--- config.mk ---
export PLATFORM = sky130hd
export DESIGN_NAME = uart_tx_fifo_param
export DESIGN_NICKNAME = d
export VERILOG_FILES = /design/src/rtl/uart_tx_fifo_param_pkg.sv /design/src/rtl/uart_tx_fifo_param_sync_fifo.sv /design/src/rtl/uart_tx_fifo_param.sv
export SDC_FILE = /design/constraint.sdc
export NUM_CORES = 1
export LEC_CHECK = 0
export ABC_AREA = 1
export BUFFER_PORTS_ARGS = -buffer_cell sky130_fd_sc_hd__buf_2
export CORE_MARGIN = 10
export CORE_UTILIZATION = 37
export DETAILED_ROUTE_END_ITERATION = 10
export GPL_ROUTABILITY_DRIVEN = 0
export GPL_TIMING_DRIVEN = 0
export MAX_ROUTING_LAYER = met4
export PLACE_DENSITY = 0.63
export REMOVE_ABC_BUFFERS = 1
export SLEW_MARGIN = 40
export SYNTH_ARGS = -nofsm -noshare
export SYNTH_HDL_FRONTEND = slang
export SYNTH_SLANG_ARGS = --single-unit
--- constraint.sdc ---
create_clock -name clk -period 6.3 [get_ports clk]
set_clock_uncertainty 0.2 [all_clocks]
set_input_delay 0 -clock clk [delete_from_list [all_inputs] [get_ports clk]]
set_output_delay 0 -clock clk [all_outputs]
set_load 0.01 [all_outputs]
--- src/rtl/uart_tx_fifo_param_pkg.sv ---
// Shared definitions for the parametrised UART transmitter: parity codes,
// transmitter state encoding and the parity helper.
package uart_tx_fifo_param_pkg;

  localparam int PAR_NONE = 0;
  localparam int PAR_EVEN = 1;
  localparam int PAR_ODD  = 2;

  typedef enum logic [2:0] {
    S_IDLE     = 3'd0,
    S_START    = 3'd1,
    S_DATA     = 3'd2,
    S_PARITY   = 3'd3,
    S_STOP     = 3'd4,
    S_BREAK    = 3'd5,
    S_BRK_STOP = 3'd6
  } tx_state_t;

  // Data is zero-extended to 9 bits; the padding does not change the XOR.
  function automatic logic calc_parity(input logic [8:0] d, input int mode);
    return (mode == PAR_ODD) ? ~^d : ^d;
  endfunction

endpackage

--- src/rtl/uart_tx_fifo_param_sync_fifo.sv ---
// Single-clock FIFO with occupancy count. Read data is taken straight from the
// storage array at the read pointer, so the head word is valid in the pop cycle.
module uart_tx_fifo_param_sync_fifo #(
  parameter int DW = 8,
  parameter int AW = 2
) (
  input  logic          clk,
  input  logic          reset,
  input  logic          wr_en,
  input  logic [DW-1:0] wr_data,
  input  logic          rd_en,
  output logic [DW-1:0] rd_data,
  output logic [AW:0]   count,
  output logic          full,
  output logic          empty
);

  localparam int DEPTH = 1 << AW;
  localparam int CW    = AW + 1;

  logic [DW-1:0] mem [DEPTH];
  logic [AW-1:0] wr_ptr;
  logic [AW-1:0] rd_ptr;
  logic          do_push;
  logic          do_pop;

  assign full    = (count == CW'(DEPTH));
  assign empty   = (count == '0);
  assign do_push = wr_en && !full;
  assign do_pop  = rd_en && !empty;
  assign rd_data = mem[rd_ptr];

  // Storage write; contents need no reset since count gates every read.
  always_ff @(posedge clk) begin
    if (do_push) mem[wr_ptr] <= wr_data;
  end

  // Pointers and count; a simultaneous push and pop leaves count unchanged.
  always_ff @(posedge clk) begin
    if (reset) begin
      wr_ptr <= '0;
      rd_ptr <= '0;
      count  <= '0;
    end else begin
      if (do_push) wr_ptr <= wr_ptr + AW'(1);
      if (do_pop)  rd_ptr <= rd_ptr + AW'(1);
      if (do_push && !do_pop)      count <= count + CW'(1);
      else if (do_pop && !do_push) count <= count - CW'(1);
    end
  end

endmodule

--- src/rtl/uart_tx_fifo_param.sv ---
// Parametrised UART transmitter with input FIFO and break generation.
//
//   state      | meaning
//   S_IDLE     | line high, waiting for data or break request
//   S_START    | start bit (low)
//   S_DATA     | data bits, LSB first
//   S_PARITY   | parity bit (only when PARITY != none)
//   S_STOP     | stop bit(s), high; may chain straight into the next START
//   S_BREAK    | line held low while tx_break is asserted
//   S_BRK_STOP | one bit time high after a break, then idle
module uart_tx_fifo_param
  import uart_tx_fifo_param_pkg::*;
#(
  parameter int DATA_BITS = 8,
  parameter int PARITY    = 0,
  parameter int STOP_BITS = 1,
  parameter int DIV_WIDTH = 16,
  parameter int FIFO_AW   = 2
) (
  input  logic                 clk,
  input  logic                 reset,
  input  logic [DIV_WIDTH-1:0] baud_div,
  input  logic                 tx_valid,
  input  logic [DATA_BITS-1:0] tx_data,
  output logic                 tx_ready,
  input  logic                 tx_break,
  output logic [FIFO_AW:0]     fifo_count,
  output logic                 busy,
  output logic                 tx_done,
  output logic                 tdo
);

  tx_state_t              state;
  logic [DIV_WIDTH-1:0]   div_q;
  logic [DIV_WIDTH-1:0]   tmr;
  logic [3:0]             bit_cnt;
  logic [DATA_BITS-1:0]   shreg;
  logic                   par_bit;
  logic                   tick;
  logic                   last_data;
  logic                   last_stop;
  logic                   pop;
  logic                   fifo_full;
  logic                   fifo_empty;
  logic [DATA_BITS-1:0]   fifo_rdata;
  logic [8:0]             rd_ext;

  uart_tx_fifo_param_sync_fifo #(
    .DW (DATA_BITS),
    .AW (FIFO_AW)
  ) u_fifo (
    .clk     (clk),
    .reset   (reset),
    .wr_en   (tx_valid),
    .wr_data (tx_data),
    .rd_en   (pop),
    .rd_data (fifo_rdata),
    .count   (fifo_count),
    .full    (fifo_full),
    .empty   (fifo_empty)
  );

  assign tx_ready  = !fifo_full;
  assign busy      = (state != S_IDLE);
  assign tick      = (tmr == div_q);
  assign last_data = (bit_cnt == 4'(DATA_BITS - 1));
  assign last_stop = (bit_cnt == 4'(STOP_BITS - 1));
  assign rd_ext    = 9'(fifo_rdata);

  // Pop from idle, or from the final stop tick to chain frames without a gap;
  // a pending break wins over queued data.
  always_comb begin
    pop = 1'b0;
    if (!fifo_empty && !tx_break) begin
      if (state == S_IDLE)                           pop = 1'b1;
      else if (state == S_STOP && tick && last_stop) pop = 1'b1;
    end
  end

  // Transmit FSM with bit timer, bit counter, shift register and registered tdo.
  always_ff @(posedge clk) begin
    if (reset) begin
      state   <= S_IDLE;
      tdo     <= 1'b1;
      tx_done <= 1'b0;
      div_q   <= '0;
      tmr     <= '0;
      bit_cnt <= '0;
      shreg   <= '0;
      par_bit <= 1'b0;
    end else begin
      tx_done <= 1'b0;
      tmr     <= tick ? '0 : tmr + DIV_WIDTH'(1);
      case (state)
        S_IDLE: begin
          tmr <= '0;
          if (tx_break) begin
            state <= S_BREAK;
            tdo   <= 1'b0;
          end else if (pop) begin
            state   <= S_START;
            tdo     <= 1'b0;
            shreg   <= fifo_rdata;
            par_bit <= calc_parity(rd_ext, PARITY);
            div_q   <= baud_div;
          end
        end
        S_START: begin
          if (tick) begin
            state   <= S_DATA;
            tdo     <= shreg[0];
            bit_cnt <= '0;
          end
        end
        S_DATA: begin
          if (tick) begin
            if (last_data) begin
              bit_cnt <= '0;
              if (PARITY != PAR_NONE) begin
                state <= S_PARITY;
                tdo   <= par_bit;
              end else begin
                state <= S_STOP;
                tdo   <= 1'b1;
              end
            end else begin
              shreg   <= shreg >> 1;
              tdo     <= shreg[1];
              bit_cnt <= bit_cnt + 4'd1;
            end
          end
        end
        S_PARITY: begin
          if (tick) begin
            state   <= S_STOP;
            tdo     <= 1'b1;
            bit_cnt <= '0;
          end
        end
        S_STOP: begin
          if (tick) begin
            if (last_stop) begin
              tx_done <= 1'b1;
              if (pop) begin
                state   <= S_START;
                tdo     <= 1'b0;
                shreg   <= fifo_rdata;
                par_bit <= calc_parity(rd_ext, PARITY);
                div_q   <= baud_div;
              end else begin
                state <= S_IDLE;
                tdo   <= 1'b1;
              end
            end else begin
              bit_cnt <= bit_cnt + 4'd1;
            end
          end
        end
        S_BREAK: begin
          tmr <= '0;
          if (!tx_break) begin
            state <= S_BRK_STOP;
            tdo   <= 1'b1;
            div_q <= baud_div;
          end
        end
        S_BRK_STOP: begin
          if (tick) begin
            state <= S_IDLE;
            tdo   <= 1'b1;
          end
        end
        default: begin
          state <= S_IDLE;
          tdo   <= 1'b1;
        end
      endcase
    end
  end

endmodule
# Word-level counts from Yosys, hierarchy flattened
# Memory sizes are Yosys's and may differ from the RTL's. A register that Yosys moved wholly into a read port is not among the register bits.
# Index checks and enable logic that the tools add are counted.
# word_totals
input_bits,28
latch_bits,0
output_inout_bits,7
register_bits,56
elab_cells,123
romBits,0
n_memories,1
ramBits,32
# op_classes
reduce_logical,29
bitwise_logic,2
n_addsub,6
n_mux,52
eq_ne,23
shift,0
n_mul,0
order_cmp,0
n_div,0
# memory_table
name,words,width,read_ports,rd_clocked_by_memory_dff,write_ports,line_no,text
u_fifo.mem,4,8,1,1,1,uart_tx_fifo_param_sync_fifo.sv:21,logic [DW-1:0] mem [DEPTH];
# ops
operator,count
two-way mux 16 bit,5
two-way mux 8 bit,6
case mux 16 bit (3 select lines),1
two-way mux 3 bit,12
case mux 8 bit (3 select lines),1
inequality test 2 bit (second input constant),11
case mux 3 bit (7 select lines),1
two-way mux 4 bit,5
two-way mux 1 bit,17
adder 16 x 1 -> 16 bit (second input constant),1
equality test 16 bit,1
equality test 3 bit (second input constant),4
case mux 4 bit (3 select lines),1
nonzero test 3 bit,4
AND reduction 5 bit,2
AND reduction 9 bit,1
logical AND 1 bit,7
AND reduction 7 bit,1
equality test 3 x 2 -> 1 bit (second input constant),2
logical NOT 3 bit,2
case mux 1 bit (6 select lines),1
AND reduction 6 bit,1
logical NOT 1 bit,5
adder 2 x 1 -> 2 bit (second input constant),2
14 further kinds,18

# Logic depth before layout (Yosys ltp)
# Gate-level depths: netlist of the first run.
# logic_depth
word_depth,10
ltp_mapped,16
depth_no_buf,16

# By module
# From an unflattened synthesis of the first run, not the netlist that was laid out.
# hier_totals
hier_cells,573
area_unflattened_um2,4436.8
# by_module_without_submodules
module,cells_each,area_per_inst_um2,seq_area_each_um2,n_inst
uart_tx_fifo_param,427,2751.4,980.9,1
uart_tx_fifo_param_sync_fifo,146,1685.4,1141.1,1

# Least setup slack after synthesis of the first run
# OpenSTA, ideal clock, no wires.
# synth_path
kind,register to register
startpoint,reg bit_cnt[0]
endpoint,reg u_fifo.count[2]
period_less_slack_ps,2320
setup_ps,122
slack_ps,3980
path_buffers,0
path_stages_with_launch,15
required_ps,5978
arrival_ps,1998
path_cell_list,dfxtp_1 inv_1 ha_1 nand3_1 nor2_1 nand3_4 nand2_4 nand2_8 ha_1 inv_1 fa_1 a21oi_1 o21ai_0 o21ai_0 a21oi_1
# synth_via
elab_chain_cells,9
word_cells_on_any_way,11
classes_between,mux: 4; reduce/logical: 7
# synth_rtl
element,line_no,text
"start, declared",uart_tx_fifo_param.sv:36,logic [3:0] bit_cnt;
"start signal, assigned",uart_tx_fifo_param.sv:129,bit_cnt <= bit_cnt + 4'd1;
"start signal, assigned",uart_tx_fifo_param.sv:155,bit_cnt <= bit_cnt + 4'd1;
logical NOT 4 bit *,uart_tx_fifo_param.sv:67,assign last_stop = (bit_cnt == 4'(STOP_BITS - 1));
logical AND 1 bit *,uart_tx_fifo_param.sv:76,else if (state == S_STOP && tick && last_stop) pop = 1'b1;
two-way mux 1 bit *,uart_tx_fifo_param.sv:76,
two-way mux 1 bit *,uart_tx_fifo_param.sv:75,if (state == S_IDLE) pop = 1'b1;
two-way mux 1 bit *,uart_tx_fifo_param.sv:74,if (!fifo_empty && !tx_break) begin
logical AND 1 bit *,uart_tx_fifo_param_sync_fifo.sv:30,assign do_pop = rd_en && !empty;
logical NOT 1 bit,uart_tx_fifo_param_sync_fifo.sv:47,if (do_push && !do_pop) count <= count + CW'(1);
logical AND 1 bit,uart_tx_fifo_param_sync_fifo.sv:47,
two-way mux 3 bit / nonzero test 2 bit (equally long branches),-,
"end signal, assigned",uart_tx_fifo_param_sync_fifo.sv:47,
"end signal, assigned",uart_tx_fifo_param_sync_fifo.sv:48,else if (do_pop && !do_push) count <= count - CW'(1);
"end, declared",uart_tx_fifo_param_sync_fifo.sv:13,"output logic [AW:0] count,"
# Every way passes the cells marked *; elsewhere a longest branch is shown, timed or not.
# A chain may end at the register's enable or synchronous reset.

# Worst setup path after layout of the first run
# layout_path
startpoint,reg state[2]
endpoint,reg u_fifo.count[1]
# layout_via
elab_chain_cells,10
word_cells_on_any_way,13
classes_between,eq/ne: 1; mux: 4; reduce/logical: 8
# layout_rtl
element,line_no,text
"start, declared",uart_tx_fifo_param.sv:33,tx_state_t state;
"start signal, assigned",uart_tx_fifo_param.sv:83,state <= S_IDLE;
"start signal, assigned",uart_tx_fifo_param.sv:98,state <= S_BREAK;
"start signal, assigned",uart_tx_fifo_param.sv:101,state <= S_START;
equality test 3 bit,uart_tx_fifo_param.sv:76,
logical AND 1 bit (2 in a row),uart_tx_fifo_param.sv:76,
two-way mux 1 bit,uart_tx_fifo_param.sv:76,
two-way mux 1 bit *,uart_tx_fifo_param.sv:75,
two-way mux 1 bit *,uart_tx_fifo_param.sv:74,
logical AND 1 bit *,uart_tx_fifo_param_sync_fifo.sv:30,
logical NOT 1 bit,uart_tx_fifo_param_sync_fifo.sv:47,
logical AND 1 bit,uart_tx_fifo_param_sync_fifo.sv:47,
two-way mux 3 bit / nonzero test 2 bit (equally long branches),-,
# Marked as above.

==> results of run 1 <==
==> what timing repair did <==
item / in CTS / in global routing
hold buffers: 28 / 0
hold endpoints to repair: 57 / 0
resized for setup: 0 / 0
==> final timing paths <==
| kind | startpoint | endpoint | slack [ns] | cells past startpoint |
|---|---|---|---|---|
| hold reg to reg | tmr[0] | tmr[0] | 0.27 | 1 |
| setup / recovery | state[2] | u_fifo.count[1] | 3.77 | 10 |
| setup reg to reg | state[2] | u_fifo.count[1] | 3.77 | 10 |
| hold / removal | tx_data[3] | u_fifo.mem[3][3] | 0.20 | 2 |
==> metal layers <==
metal  global-route usage (%)  up-vias  wire, um
li1                         -     1936         -
met1                    12.39     1603      4154
met2                    19.16       48      4348
met3                    3.367       18       341
met4                    5.494        0       208
met5                        -        -         0
==> worst register-to-register path, delay by kind of cell (launching register included) <==
family	cells	cell delay [ns]
AND/OR/NAND/NOR	6	0.81
adder cells (fa/ha/maj)	2	0.65
flip-flops	1	0.51
AO/OA/AOI/OAI	1	0.17
buffers and inverters	1	0.09
==> stage by stage <==
stage	area, um^2	cells
after floorplan	4369	547
after global placement	4723	728
after detailed placement	4723	728
after CTS	5306	772
after global routing	5306	772
final	5306	772
==> cell usage after synthesis, drive strengths merged, types with 2 or more instances <==
master	count	area share, %
nor3	11	1.4
clkbuf	5	0.42
nand3	18	2.3
nand2	148	14
edfxtp	32	21
nor2	83	7.7
nand3b	17	2.8
o21ai	28	3.4
or2	2	0.28
o221ai	2	0.39
clkinv	2	0.17
ha	8	2.2
inv	69	5.7
nand4	2	0.42
buf	11	2.6
dfxtp	58	26
xor2	3	0.58
o21a	3	0.50
a21oi	50	5.6
nor3b	3	0.50
a32o	4	0.89
==> registers in the layout, indices dropped and copies added (netlist names), named ones only <==
signal,cells
tdo,1
tmr,16
tx_done,1
u_fifo.mem,32
bit_cnt,4
state,3
u_fifo.wr_ptr,2
div_q,16
shreg,8
u_fifo.count,3
u_fifo.rd_ptr,2
==> layout make-up <==
| type | count | area, um^2 | area share, % |
|---|---|---|---|
| clock inverters | 7 | 77.57 | 1.462 |
| multi-input cells | 386 | 1981 | 37.33 |
| clock buffers | 9 | 225.2 | 4.244 |
| flip-flops and latches | 90 | 2122 | 39.99 |
| repair buffers | 62 | 450.4 | 8.489 |
| inverters | 71 | 266.5 | 5.022 |
| well taps | 147 | 183.9 | 3.466 |
==> where the power goes <==
group	switching, W	internal (W)	leakage [nW]
registers	0.000102	0.000734	0.767
clock network	0.000228	0.000311	0.148
logic	0.000634	0.000352	1.24
==> cells by family after synthesis <==
| family | after synthesis | share of synthesized area, % |
|---|---|---|
| AOI/OAI and AO/OA | 90 | 11.19 |
| and+or+nand+nor | 284 | 29.51 |
| DFF | 90 | 47.08 |
| buffers and inverters | 87 | 8.967 |
| xor gates and xnor gates | 3 | 0.5831 |
| adders and majority gates | 9 | 2.665 |
==> cell usage in the layout (no fill, tap or decap), drive strengths merged, types with 2 or more instances in the layout <==
cell           n
dlygate4sd3   28
nor3b          3
inv           71
nand2        148
a32o           4
a21oi         50
nand3b        17
nor2          83
dfxtp         58
ha             8
clkinv         6
xor2           3
nand3         18
clkbuf         9
or2            2
nor3          11
o221ai         2
nand4          2
buf           34
o21a           3
o21ai         28
edfxtp        32
==> reports/metrics.csv, run 1 <==
stage;metric;value;unit
outcome;status;complete, no violations;
route;routed-via-count;3605;
clock_tree;clkTransAtPathRegs;0.07;ns
synthesis;synth-edff-count;32;
sta;maxSlewHeadroom;48.61;%
layout;fill_cells;1163;
sta;whs;0.2024;ns
layout;final_util;44.36;%
floorplan;die_x;130.4;um
critical_path;start_kind;flop;
route;drt-wirelength-per-cell;11.73;um
route;drc;0;
synthesis;ys_warn_count;0;
floorplan;die_h;130.4;um
synthesis;syn_area;4507;um^2
synthesis;syn_inst;563;
sta;final-hold-violation-count;0;
placement;portBuffers;34;
sta;setup_ws;3.772;ns
route;drt_iter0_drc;176;
clock_tree;postCtsSetupBuffers;0;
power;ir_drop;0.2116;mV
sta;tightest_slew;0.7681;ns
global_route;grt_max_degree;35;
critical_path;cp.required;6.34;ns
critical_path;crit_arrival;2.56;ns
clock_tree;cts_tree;built;
synthesis;ys_seq_elements;90;
layout;antennaDiodeCount;0;
critical_path;slowest_delay;0.51;ns
floorplan;rows;40;
critical_path;setup.worst_path.class;flop to flop;
clock_tree;cts_root_buffer;clkbuf_16;
placement;pre_cts_ws;3.779;ns
sta;final.min_clock_period;2.528;ns
clock_tree;clkLatencyLatePin;0.35;ns
sta;drv_slew;0;
critical_path;cp_cell_sequence;nand3_1 > nor2_1 > nand3_4 > nand2_4 > nand2_8 > ha_1 > inv_1 > fa_1 > o21ai_0 > nor2_1;
critical_path;cp_top_family;simple AND/OR/NAND/NOR gates;
critical_path;slowest_stage;dfxtp_1;
power;p_total;0.002360;W
clock_tree;max-clock-path-buffers;2;
flow_run;drv_cap;0;
floorplan;die_area;17000;um^2
sta;rsz0062_at_grt;no;
floorplan;initial_utilization;37.68;%
placement;post-dp-hpwl;6224;um
route;ant_nets;0;
power;p_per_area;444.8;nW/um^2
power;power_leakage;2.153;nW
floorplan;core_area;11960;um^2
global_route;antenna_found_initial;0;
critical_path;end_kind;flop;
clock_tree;htree_levels;3;
synthesis;synth_top_flop_cell;dfxtp_1;
layout;layout-drive-gt1-share;14.08;%
critical_path;path_common_cell;nor2_1;
layout;syn2layout_area_growth;17.74;%
global_route;grt_use_total;11.50;%
clock_tree;cts_buffers;9;
floorplan;io_pins;35;
clock_tree;clock-sinks;90;
global_route;grt_first_pass_wirelength;15240;um
sta;period_share;40.13;%
synthesis;ys_async_sr_fraction;0;%
synthesis;ys_types;40;
sta;setup-tns-final;0;ns
layout;final_nets;657;
route;via_per_inst;4.670;
route;dr.pass1.iters;4;
global_route;grt_overflow;0;
global_route;grt_pass1_vias;3421;
critical_path;crit_fanout;9;
sta;clock.fmax;395.5;MHz
critical_path;crit_buf_inv;1;
synthesis;synth_seq_area_share;47.08;%
sta;report.final.setup_viol;0;
route;drt-total-wl;9052;um
synthesis;synth_area_per_cell;8.005;um^2
min_path;hp-class;input port to flop;
Note: power is estimated with default switching activity, not from simulation.
==> inputs of run 2 (changes only) <==
--- a/config.mk
+++ b/config.mk
@@ -5,7 +5,7 @@
 export SDC_FILE = /design/constraint.sdc
 export NUM_CORES = 1
 export LEC_CHECK = 0
-export ABC_AREA = 1
+export ABC_AREA = 0
 export BUFFER_PORTS_ARGS = -buffer_cell sky130_fd_sc_hd__buf_2
 export CORE_MARGIN = 10
 export CORE_UTILIZATION = 37
@@ -13,7 +13,7 @@
 export GPL_ROUTABILITY_DRIVEN = 0
 export GPL_TIMING_DRIVEN = 0
 export MAX_ROUTING_LAYER = met4
-export PLACE_DENSITY = 0.63
+export PLACE_DENSITY = 0.65
 export REMOVE_ABC_BUFFERS = 1
 export SLEW_MARGIN = 40
 export SYNTH_ARGS = -nofsm -noshare
==> constraint.sdc (replaced) <==
create_clock -name clk -period 2.2 [get_ports clk]
set_clock_uncertainty 0.2 [all_clocks]
set_input_delay 0 -clock clk [delete_from_list [all_inputs] [get_ports clk]]
set_output_delay 0 -clock clk [all_outputs]
set_load 0.01 [all_outputs]
==> run 2 against run 1 <==
Against the previous run: the flow now finishes with violations (negative setup slack); first-iteration DRC count decreased by 27%; worst hold slack got worse by 0.18 ns; die area decreased by 6.0%; synthesized cell count decreased by 31%; count of clock-buffer cells in the layout unchanged; global-route usage increased by 0.24 points; utilization increased by 6.6 points; register-to-register slack got worse by 4.4 ns; fmax decreased by 10%; largest power group unchanged; area after synthesis decreased by 7.1%.
==> reports/metrics.csv, run 2 <==
stage;metric;value;unit
flow_run;drv_cap;0;
sta;clock.fmax;355.3;MHz
sta;rsz0062_at_grt;yes;
sta;report.final.setup_viol;39;
layout;final_common_cell;dfxtp_1;
layout;fin_cells;618;
placement;post-dp-hpwl;5458;um
critical_path;cp.required;2.26;ns
clock_tree;cts_root_buffer;clkbuf_16;
clock_tree;clock-sinks;90;
floorplan;core_area;10980;um^2
floorplan;die_x;126.4;um
synthesis;syn_inst;388;
sta;period_share;127.9;%
synthesis;ys_seq_elements;90;
layout;syn2layout_area_growth;33.76;%
critical_path;reg2reg_depth;9;
layout;final_nets;510;
route;drt-total-wl;9067;um
synthesis;synth_area_leaders;dfxtp_1 (28%), edfxtp_1 (23%), xor2_1 (5.6%);
route;drt_iter0_drc;129;
layout;fill_cells;972;
route;drc;0;
floorplan;io_pins;35;
layout;top_register;u_fifo.mem;
layout;largest_reg_flops;32;
sta;final.min_clock_period;2.814;ns
clock_tree;clkLatencyLatePin;0.34;ns
clock_tree;htree_levels;3;
floorplan;die_area;15970;um^2
layout;layout_common_cells;dfxtp_1 (42), nand2b_1 (35), buf_2 (33);
outcome;violations;negative setup slack;
route;ant_nets;0;
floorplan;die_h;126.4;um
critical_path;end_kind;flop;
min_path;min_from;tx_valid;
route;drt-wirelength-per-cell;14.67;um
placement;portBuffers;34;
floorplan;rows;38;
clock_tree;cts_tree;built;
global_route;grt_max_degree;63;
min_path;hold_depth;4;
synthesis;ys_async_sr_fraction;0;%
global_route;grt_use_total;11.75;%
global_route;grt_first_pass_wirelength;15260;um
power;ir_drop;0.6730;mV
sta;drv_slew;0;
clock_tree;cts_buffers;9;
sta;maxSlewHeadroom;51.85;%
synthesis;synth-edff-count;32;
power;power_leakage;2.137;nW
floorplan;initial_utilization;38.13;%
critical_path;setup.worst_path.class;flop to flop;
layout;biggestRegsByFlops;u_fifo.mem x32, div_q x16, tmr x16;
clock_tree;max-clock-path-buffers;2;
route;routed-via-count;3088;
synthesis;synth_seq_area_share;50.67;%
min_path;hp-class;input port to flop;
clock_tree;clkTransAtPathRegs;0.06;ns
critical_path;crit_fanout;8;
outcome;status;complete, but fails checks;
synthesis;synthTopCellsByCount;dfxtp_1 (58), nand2b_1 (36), edfxtp_1 (32);
critical_path;r2r-end;div_q[11];
synthesis;synth_top_area_share;27.73;%
route;dr.pass1.iters;4;
sta;final-hold-violation-count;0;
min_path;holdPathEnd;u_fifo.wr_ptr[0];
route;via_per_inst;4.997;
critical_path;start_kind;flop;
layout;layout-drive-gt1-share;31.38;%
placement;dpl.cell_count;547;
global_route;grt_overflow;0;
critical_path;crit_arrival;2.87;ns
power;p_per_area;1374;nW/um^2
global_route;grt_pass1_vias;3198;
sta;setup_ws;-0.6145;ns
critical_path;rrSetupSlack;-0.61;ns
synthesis;synth_most_common_cell;dfxtp_1;
synthesis;synth_top_flop_cell;dfxtp_1;
layout;antennaDiodeCount;0;
synthesis;synth_area_per_cell;10.79;um^2
synthesis;syn_area;4188;um^2
layout;final_util;51.00;%
sta;tightest_slew;0.7222;ns
synthesis;ys_warn_count;0;
global_route;antenna_found_initial;0;
synthesis;yosys.area.top_type;dfxtp_1;
synthesis;ys_types;50;
critical_path;r2r_start;bit_cnt[0];
run 2: per-layer routing:
metal	vias to the layer above	wire length, um	global-route usage, %
met2	59	4589	19.62
met3	16	357	3.582
met4	0	167	4.555
met5	-	0	-
li1	1547	-	-
met1	1466	3954	12.86
run 2: cell families after synthesis:
kind of cell    count (synthesis)  synth area share (%)
flops                          90                 50.67
buf+inv                        30                 2.988
simple gates                  144                 19.00
xor+xnor                       34                 7.111
mux                            28                 9.083
compound gates                 53                 8.276
fa+ha+maj                       9                 2.868
run 2: how the worst max path moves through the flow:
stage / startpoint / end / slack, ns / cells past startpoint
after global routing: bit_cnt[0] / u_fifo.count[2] / -0.72 / 11
final: bit_cnt[0] / div_q[11] / -0.61 / 9
after global placement: tmr[4] / div_q[0] / -1.67 / 6
after floorplan: tmr[4] / div_q[0] / -0.85 / 6
after detailed placement: tmr[4] / div_q[11] / -1.25 / 9
after CTS: bit_cnt[0] / div_q[11] / -0.59 / 9
run 2: final cells by class:
class	instances	area [um^2]	area share (%)
Clock buffer	9	225.2	4.021
Clock inverter	7	68.82	1.229
Inverter	11	41.29	0.7371
Multi-Input combinational cell	269	2206	39.38
Sequential cell	90	2147	38.33
Tap cell	140	175.2	3.127
Timing Repair Buffer	92	738.2	13.18
run 2: worst max-delay path, stage by stage (launching register included):
cell and delay (ns):
dfxtp_2 0.32, inv_2 0.04, ha_1 0.12, or3b_4 0.38
or4_4 0.45, or3_4 0.43, a221oi_4 0.30, buf_6 0.17
buf_12 0.13, mux2i_2 0.20
run 2: stage by stage:
step	setup WS [ns]	setup TNS (ns)	hold slack (ns)	cell area, um^2	power [W]
after floorplan	-0.8475	-21.22	-0.1309	4104	0.003927
after global placement	-1.671	-57.96	0.01036	4449	0.004325
after detailed placement	-1.253	-35.11	0.01619	4486	0.004614
after CTS	-0.5922	-15.21	0.01424	5474	0.007372
after global routing	-0.7151	-20.01	0.06848	5602	0.008165
final	-0.6145	-14.46	0.02132	5602	0.007695
run 2: timing repair:
action,in CTS,in global routing
pin swaps,24,16
endpoints found under the hold margin,62,0
hold buffers,26,0
resized for setup,62,23
setup endpoints to repair,53,54
buffers inserted,27,2
gates cloned,0,1
run 2: where the power goes:
group	switching (W)	total, W	internal (W)
clock network	0.000635	0.00151	0.000876
logic	0.00191	0.00384	0.00193
registers	0.000312	0.00235	0.00203
==> inputs of run 3 (changes only) <==
--- a/config.mk
+++ b/config.mk
@@ -7,13 +7,14 @@
 export LEC_CHECK = 0
 export ABC_AREA = 0
 export BUFFER_PORTS_ARGS = -buffer_cell sky130_fd_sc_hd__buf_2
+export CORE_ASPECT_RATIO = 1.1
 export CORE_MARGIN = 10
-export CORE_UTILIZATION = 37
+export CORE_UTILIZATION = 40
 export DETAILED_ROUTE_END_ITERATION = 10
 export GPL_ROUTABILITY_DRIVEN = 0
 export GPL_TIMING_DRIVEN = 0
 export MAX_ROUTING_LAYER = met4
-export PLACE_DENSITY = 0.65
+export PLACE_DENSITY = 0.68
 export REMOVE_ABC_BUFFERS = 1
 export SLEW_MARGIN = 40
 export SYNTH_ARGS = -nofsm -noshare
==> run 3 against run 2 <==
Against the previous run: power grew 1.3%; global-route usage up 0.63 points; critical endpoint is now state[0]; critical path type unchanged; final area grew 0.63%; critical path depth up 5; first-iteration DRC count rose by 12%; sequential power hardly changed; the run still ends with negative setup slack left; register-to-register slack worse by 0.04 ns; worst hold slack better by 0.012 ns.
==> reports/metrics.csv, run 3 (synthesis gave the netlist of run 2 again) <==
stage;metric;value;unit
critical_path;cp_top_family;buffers and inverters;
critical_path;slowest_delay;0.39;ns
outcome;status;complete, but fails checks;
placement;portBuffers;34;
min_path;hp-class;input port to flop;
power;p_seq_share;30.1;%
critical_path;r2r_start;bit_cnt[0];
route;drt-total-wl;9125;um
global_route;grt_first_pass_wirelength;15160;um
placement;post-dp-hpwl;5308;um
global_route;grt_use_total;12.38;%
sta;rsz0062_at_grt;yes;
critical_path;reg2reg_depth;14;
sta;period_share;129.8;%
sta;setup-tns-final;-18.00;ns
critical_path;cp_cell_sequence;inv_2 > ha_1 > or3b_4 > buf_4 > buf_6 > buf_6 > buf_6 > buf_6 > o211ai_1 > buf_4 > a21oi_2 > or3b_4 > a31o_2 > a31oi_1;
layout;biggestRegsByFlops;u_fifo.mem x32, div_q x16, tmr x16;
sta;setup_ws;-0.6563;ns
critical_path;crit_buf_inv;7;
critical_path;crit_arrival;2.92;ns
power;p_int;0.005040;W
clock_tree;clock-sinks;90;
global_route;grt_pass1_vias;3190;
route;dr.pass1.iters;5;
sta;maxSlewHeadroom;63.58;%
global_route;grt_overflow;0;
power;p_comb_share;48.9;%
clock_tree;htree_levels;3;
power;p_clk_share;21.0;%
floorplan;core_area;10300;um^2
sta;tightest_slew;0.5462;ns
min_path;min_from;tx_valid;
global_route;grt_max_degree;63;
route;drt-wirelength-per-cell;14.48;um
power;swShare;35.37;%
min_path;holdPathEnd;u_fifo.wr_ptr[0];
clock_tree;max-clock-path-buffers;2;
min_path;hold_depth;4;
sta;drv_slew;0;
critical_path;cp-startpoint;bit_cnt[0];
critical_path;start_kind;flop;
clock_tree;cts_tree;built;
power;p_per_area;1383;nW/um^2
clock_tree;clkLatencyLatePin;0.34;ns
layout;fin_cells;630;
floorplan;die_x;117.6;um
critical_path;slowest_stage;or3b_4;
floorplan;initial_utilization;40.67;%
power;p_sw;0.002758;W
power;ir_drop;0.6436;mV
power;power_leakage;2.186;nW
layout;top_register;u_fifo.mem;
outcome;violations;negative setup slack;
floorplan;die_h;127.3;um
sta;final-hold-violation-count;0;
clock_tree;cts_root_buffer;clkbuf_16;
clock_tree;clkTransAtPathRegs;0.07;ns
global_route;antenna_found_initial;0;
placement;dpl.cell_count;549;
flow_run;drv_cap;0;
layout;final_nets;519;
critical_path;path_common_cell;buf_6;
critical_path;end_kind;flop;
sta;clock.fmax;350.1;MHz
layout;final_common_cell;dfxtp_1;
layout;fill_cells;862;
sta;final.min_clock_period;2.856;ns
critical_path;rrSetupSlack;-0.66;ns
floorplan;io_pins;35;
route;drc;0;
clock_tree;cts_buffers;9;
layout;layout-drive-gt1-share;28.95;%
critical_path;r2r-end;state[0];
route;drt_iter0_drc;145;
floorplan;die_area;14970;um^2
critical_path;cp.required;2.27;ns
layout;layout_common_cells;dfxtp_1 (49), nand2b_1 (36), buf_2 (33);
sta;report.final.setup_viol;39;
critical_path;crit_fanout;3;
route;ant_nets;0;
floorplan;rows;39;
route;routed-via-count;3132;
critical_path;setup.worst_path.class;flop to flop;
layout;largest_reg_flops;32;
route;via_per_inst;4.971;
layout;antennaDiodeCount;0;
layout;syn2layout_area_growth;34.60;%
[run 3: area by class of cell]
| cell class | count | area (um^2) | share of cell area [%] |
|---|---|---|---|
| inverters | 11 | 41.29 | 0.7325 |
| clock inverters | 6 | 88.84 | 1.576 |
| repair buffers | 101 | 820.8 | 14.56 |
| multi-input cells | 269 | 2145 | 38.05 |
| well taps | 143 | 178.9 | 3.174 |
| flip-flops and latches | 90 | 2133 | 37.85 |
| clock buffers | 10 | 229.0 | 4.062 |
[run 3: stage by stage]
stage	total power (W)	setup slack, ns	hold slack, ns	cell area, um^2	utilization (%)
CTS	0.007478	-0.6089	0.02222	5505	53.47
finish	0.007798	-0.6563	0.03305	5637	54.75
global route	0.008272	-0.7403	0.06068	5637	54.75
detailed placement	0.004400	-1.371	0.01828	4476	43.47
global placement	0.004315	-1.612	0.009830	4453	43.25
floorplan	0.003927	-0.8475	-0.1309	4104	-
[run 3: timing repair]
item	4_1_cts	5_1_grt
buffers inserted	31	8
gates cloned	1	0
endpoints found under the setup margin	56	54
resized for setup	50	17
hold buffers	26	0
pin swaps	19	12
endpoints found under the hold margin	60	0
[run 3: worst register-to-register path: cells and delay by family, from the launching register on]
family	cells	cell delay (ns)
compound gates	4	0.60
fa+ha+maj	1	0.12
buf+inv	7	0.77
flops	1	0.32
simple gates	2	0.77
[run 3: worst max path at each step]
stage | endpoint | slack (ns) | depth (start not counted)
global placement | div_q[11] | -1.61 | 6
global route | u_fifo.count[2] | -0.74 | 11
finish | state[0] | -0.66 | 14
detailed placement | u_fifo.count[2] | -1.37 | 10
CTS | u_fifo.count[2] | -0.61 | 11
floorplan | div_q[0] | -0.85 | 6
[run 3: power by group through the flow]
stage          logic (W)  registers [W]  clock network [W]
2_1_floorplan    0.00163        0.00230                  0
3_3_place_gp     0.00197        0.00235                  0
3_5_place_dp     0.00204        0.00236                  0
4_1_cts          0.00347        0.00234            0.00167
5_1_grt          0.00414        0.00239            0.00173
6_report         0.00382        0.00234            0.00164
[run 3: per-layer routing]
metal / part of all wire [%] / track usage (%) / routed length [um] / vias to the layer above
met2: 52 / 22.05 / 4745 / 48
met1: 44 / 13.67 / 3991 / 1498
met3: 2.7 / 2.599 / 242 / 14
met5: 0 / - / 0 / -
li1: - / - / - / 1572
met4: 1.6 / 3.785 / 145 / 0
